==> src/rtl/pipe_fft_pkg.sv <==
// Shared defaults and address-width helper for the pipelined FFT delay-line blocks.
package pipe_fft_pkg;

    localparam int DEPTH_DEF = 64;
    localparam int WIDTH_DEF = 68;
    localparam int DLY_DEF   = 63;

    // Smallest r with 2**r >= n; used for RAM address and fill-counter widths.
    function automatic int clog2(input int n);
        int r;
        r = 0;
        while ((1 << r) < n) begin
            r = r + 1;
        end
        return r;
    endfunction

endpackage

==> src/rtl/pipe_fft_dly_fill.sv <==
// Fill counter for the delay line: counts accepted samples, saturates at DLY, primed is combinational.
// Optional o_fill port exists only when PIPE_FFT_DLY_FILL_EN is defined; flush clears on the next edge.
module pipe_fft_dly_fill
    import pipe_fft_pkg::*;
#(
    parameter int DEPTH = DEPTH_DEF,
    parameter int DLY   = DLY_DEF
) (
    input  logic                    clk,
    input  logic                    rst,
    input  logic                    i_flush,
    input  logic                    i_accept,
`ifdef PIPE_FFT_DLY_FILL_EN
    output logic [clog2(DEPTH)-1:0] o_fill,
`endif
    output logic                    o_primed
);

    localparam int            AW    = clog2(DEPTH);
    localparam logic [AW-1:0] DLY_A = AW'(DLY);

    logic [AW-1:0] r_fill;

    always_ff @(posedge clk or posedge rst) begin
        if (rst) begin
            r_fill <= '0;
        end else if (i_flush) begin
            r_fill <= '0;
        end else if (i_accept && (r_fill != DLY_A)) begin
            r_fill <= r_fill + AW'(1);
        end
    end

    assign o_primed = (r_fill == DLY_A);

`ifdef PIPE_FFT_DLY_FILL_EN
    assign o_fill = r_fill;
`endif

endmodule

==> src/rtl/pipe_fft_dly_ctrl.sv <==
// Sample-driven delay-line controller for an external 1-cycle-latency RAM; output lags the read by 1 cycle.
// No backpressure: gaps in dInValid stall the line. PIPE_FFT_DLY_FILL_EN adds fill/primed ports.
module pipe_fft_dly_ctrl
    import pipe_fft_pkg::*;
#(
    parameter int DEPTH = DEPTH_DEF,
    parameter int WIDTH = WIDTH_DEF,
    parameter int DLY   = DLY_DEF
) (
    input  logic                    clk,
    input  logic                    rst,
    input  logic                    flush,
    input  logic [WIDTH-1:0]        dIn,
    input  logic                    dInValid,
    output logic [WIDTH-1:0]        dOut,
    output logic                    dOutValid,
    output logic [clog2(DEPTH)-1:0] wAddr,
    output logic [WIDTH-1:0]        wD,
    output logic                    wEn,
    output logic [clog2(DEPTH)-1:0] rAddr,
    input  logic [WIDTH-1:0]        rD
`ifdef PIPE_FFT_DLY_FILL_EN
    ,
    output logic [clog2(DEPTH)-1:0] fill,
    output logic                    primed
`endif
);

    localparam int            AW    = clog2(DEPTH);
    localparam logic [AW-1:0] DLY_A = AW'(DLY);

    logic          w_wen;
    logic          w_primed;
    logic          w_issue;
    logic [AW-1:0] r_wptr;
    logic          r_rd_vld;

    assign w_wen   = dInValid & ~flush;
    assign w_issue = w_wen & w_primed;

    assign wD    = dIn;
    assign wEn   = w_wen;
    assign wAddr = r_wptr;
    // DLY <= DEPTH-1 keeps the read address distinct from the write address.
    assign rAddr = r_wptr - DLY_A;

    always_ff @(posedge clk or posedge rst) begin
        if (rst) begin
            r_wptr <= '0;
        end else if (flush) begin
            r_wptr <= '0;
        end else if (w_wen) begin
            r_wptr <= r_wptr + AW'(1);
        end
    end

    // w_wen already excludes flush, so a flush cycle never issues a read.
    always_ff @(posedge clk or posedge rst) begin
        if (rst) begin
            r_rd_vld <= 1'b0;
        end else begin
            r_rd_vld <= w_issue;
        end
    end

    assign dOutValid = r_rd_vld;
    assign dOut      = rD;

    pipe_fft_dly_fill #(
        .DEPTH (DEPTH),
        .DLY   (DLY)
    ) u_fill (
        .clk      (clk),
        .rst      (rst),
        .i_flush  (flush),
        .i_accept (w_wen),
`ifdef PIPE_FFT_DLY_FILL_EN
        .o_fill   (fill),
`endif
        .o_primed (w_primed)
    );

`ifdef PIPE_FFT_DLY_FILL_EN
    assign primed = w_primed;
`endif

endmodule
==> config.mk <==
export PLATFORM = sky130hd
export DESIGN_NAME = pipe_fft_dly_ctrl
export DESIGN_NICKNAME = d
export VERILOG_FILES = /design/src/rtl/pipe_fft_pkg.sv /design/src/rtl/pipe_fft_dly_fill.sv /design/src/rtl/pipe_fft_dly_ctrl.sv
export SDC_FILE = /design/constraint.sdc
export NUM_CORES = 1
export LEC_CHECK = 0
export CAP_MARGIN = 20
export CORE_AREA = 5 5 109 111
export DETAILED_ROUTE_END_ITERATION = 8
export DIE_AREA = 0 0 114 116
export GPL_TIMING_DRIVEN = 0
export PLACE_DENSITY = 0.66
export SYNTH_ARGS = -nofsm -noshare
export SYNTH_HDL_FRONTEND = slang
export SYNTH_SLANG_ARGS = --single-unit
==> constraint.sdc <==
create_clock -name clk -period 1.25 [get_ports clk]
set_input_delay 0.125 -clock clk [delete_from_list [all_inputs] [get_ports clk]]
set_output_delay 0.125 -clock clk [all_outputs]
set_load 0.01 [all_outputs]
==> metrics list <==
* CP Launch Type: register
* Area share of the largest cell type after synthesis: 0.582
- Mean routed wirelength per cell: 12.9 um
- Adder-cell share of the synthesized area: 0.0143
- Fill cell instance count of the final layout: 1086
* Final worst-path cycle share: 1.08
- By area, the combinational part of the netlist is dominated by buffers and inverters.
- Entering global routing, the biggest net connects 14 pins.
- The count of pins over their slew limit was 0.
- Commonest cells in the netlist: buf_4 (136), dfrtp_1 (13), nand3_1 (9)
- Clock transition at the register clock pins on the worst setup and hold paths after CTS: 60 ps
- The detailed router finished its first iteration with 25 violations.
- Top Ports: 290
- The worst register-to-register path has a depth of 4.
* Post-synth ARST share: 1.00
- Measured slew at the worst slew-check pin: 533 ps
- Root cell of the clock tree: clkbuf_8
- In this run the tool buffered the top-level ports with 152 buffer cells.
* Compound-Gate Fraction of Synth Area: 0.0407
- Compared with the post-synthesis result, the final layout area differs by 107%.
* H-tree lvl count: 1
- DRT antenna net count: 0
- Setup violations remaining at the end of the flow were counted as 6.
- Peak VDD IR: 0.245 mV
- Minimum hold slack: 218 ps
* Number of warnings issued by yosys: 0
- Post-layout worst setup margin: -95.7 ps
- Highest clock frequency the design can meet: 0.743 GHz
- Yosys mapped a number of flops with a built-in enable equal to 0.
* Fraction of final layout cells sized beyond drive strength 1: 0.468
- Fin. Hold Viols: 0
* Drt drc: 0
* Die W: 114 um
- Cell type contributing the most total cell area after synthesis: buf_4
- The longest clock path from root to sink contains 2 buffers.
* Clock buffer count from CTS: 3
- Setup repair after global routing could not meet its margin everywhere.
* Routed WL: 6.73 mm
- Floorplan die area: 13200 um^2
- Worst skew pair latency: 250 ps
- Placer Congestion: 0.687
- The tightest min-delay check is of the input port to async pin type.
- In this run the worst path has a maximum fanout of 5.
* Data required, critical path: 1120 ps
- The critical path is of the register to output port type.
* Sinks on the clock net: 13
- Final Skew: 1.88 ps
- Post-synthesis simple-gate area fraction: 0.116
* Total number of vias: 1858
- The initial utilization of the core area, before any placement, comes to 0.164.
* Via count of the first global-routing pass: 1927
- The worst setup path is captured at an output port.
- Die Y-Extent: 116 um
* Reported max-cap violation count: 0
* Final core occ: 0.340
- Across every metal layer, demand over resource in global routing totals 0.0861.
- Critical Path AT: 1220 ps
* Global route overflow: 0
* Post-synthesis mux area share: 0.00571
- The initial antenna violation count was 0.
- Final antenna diode count: 0
* Count of unique library cells instantiated by Yosys: 27
* Relative slew margins: 0.644
- Vias per cell: 3.57
- The first global-routing pass estimated 9.27 mm of wire.
- Yosys attributes the largest share of cell area to buf_4 (58%), dfrtp_1 (19%), nand3_1 (2.6%), xnor2_1 (2.0%), xor2_1 (2.0%).
* Final-stage net count: 523
- Yosys instantiated no cell more often than buf_4.
* Number of rows in the core area: 38
- The checks that failed: negative setup slack.
- Summed over all nets, the half-perimeter wirelength after detailed placement is 5.91 mm.
- Dividing the synthesized area by the synthesized cell count gives 8.20 um^2.
- Summed over all cells, the static leakage comes to 1.68 nW.
- Floorplan core area: 10700 um^2
- Counting flops and latches in the post-synthesis netlist gives 13.
- TritonRoute pass-1 iters: 4
- For this design the ratio of total power to cell area is 548 nW/um^2.
- The cell area that synthesis handed to floorplanning was 1750 um^2.
* Sequential share of the synthesized area: 0.185
- Synth Instances: 214
- TritonCTS clock tree: yes
- Of the total synthesized cell area, the portion taken by XOR and XNOR cells is 0.0399.
- Post-synthesis net count: 356
- The run finished, with violations left.
* Predominant post-synthesis flop cell: dfrtp_1
- Counting I/O delays and the setup requirement, the final critical path takes 1350 ps.
==> layout by cell type, fill, tap and decap left out, drive strengths merged <==
master           n
a41oi            2
a21oi            3
nor2             6
a211oi           2
inv              3
nor3             3
and4             1
clkbuf           6
xor2             4
or3              1
xnor2            4
dfrtp           13
buf            153
clkdlybuf4s50  137
ha               2
mux2i            1
nand2            4
o21ai            1
clkdlybuf4s15    1
a31oi            3
nand4            3
nand3            9
and3             2
nor2b            1
nor4             1
or4b             2
dlygate4sd2      9
nor3b            3
==> final timing paths <==
path	startpoint	endpoint	slack [ps]
setup / recovery	wAddr[2]	rAddr[5]	-100
hold / removal	rst	wAddr[2]	220
setup reg to reg	u_fill.r_fill[0]	u_fill.r_fill[1]	-60
hold reg to reg	u_fill.r_fill[2]	u_fill.r_fill[2]	570
max in group asynchronous	rst	wAddr[1]	640
min in group clk	flush	dOutValid	310
==> flip-flops by register name (all words and copies together), names as in the netlist <==
| signal | count |
|---|---|
| dOutValid | 1 |
| wAddr | 6 |
| u_fill.r_fill | 6 |
==> where the power goes <==
group	internal (mW)	switching [mW]
sequential	0.445	0.0309
combinational	0.755	0.381
clock	0.226	0.155
==> timing repair <==
item	in CTS	in global routing
gates resized for setup	42	10
buffers inserted	7	3
pin swaps	2	8
hold buffers	0	0
setup endpoints to repair	18	10
==> layer usage <==
| layer | vias up | GRT usage | routed length [um] |
|---|---|---|---|
| met3 | 9 | 0.0339 | 928 |
| met2 | 165 | 0.166 | 3820 |
| met1 | 792 | 0.0820 | 1840 |
| li1 | 892 | - | - |
| met5 | - | 0 | 0 |
| met4 | 0 | 0.0317 | 133 |
==> cell type report <==
type / count / area (um^2) / area share
repair buffers: 162 / 1560 / 0.429
multi-input cells: 58 / 468 / 0.129
inverters: 3 / 11.3 / 0.00310
well taps: 140 / 175 / 0.0482
flip-flops and latches: 13 / 332 / 0.0912
clock buffers: 4 / 45.0 / 0.0124
plain buffers: 140 / 1040 / 0.287
==> critical path: stages (launching register included) <==
cell     delay [ps]
dfrtp_1         350
buf_6           120
and3_4          170
nand3_2          60
xnor2_1         140
buf_2           140
==> through the flow <==
| stage | total power [mW] | setup WS [ps] | instance area, um^2 | TNS [ps] | std cells |
|---|---|---|---|---|---|
| floorplan | 1.05 | 12.7 | 1780 | 0 | 214 |
| global placement | 1.58 | -511 | 3480 | -4240 | 506 |
| detailed placement | 1.59 | -495 | 3480 | -4330 | 506 |
| CTS | 2.02 | -137 | 3570 | -440 | 517 |
| global route | 2.12 | -181 | 3640 | -785 | 520 |
| finish | 1.99 | -95.7 | 3640 | -390 | 520 |
==> kinds of logic after synthesis <==
kind of cell               Yosys count
buffers and inverters              143
xor gates and xnor gates             8
DFF                                 13
and+or+nand+nor                     36
muxes                                1
adders and majority gates            2
AOI/OAI and AO/OA                   11
(Power assumes the default switching activity.)
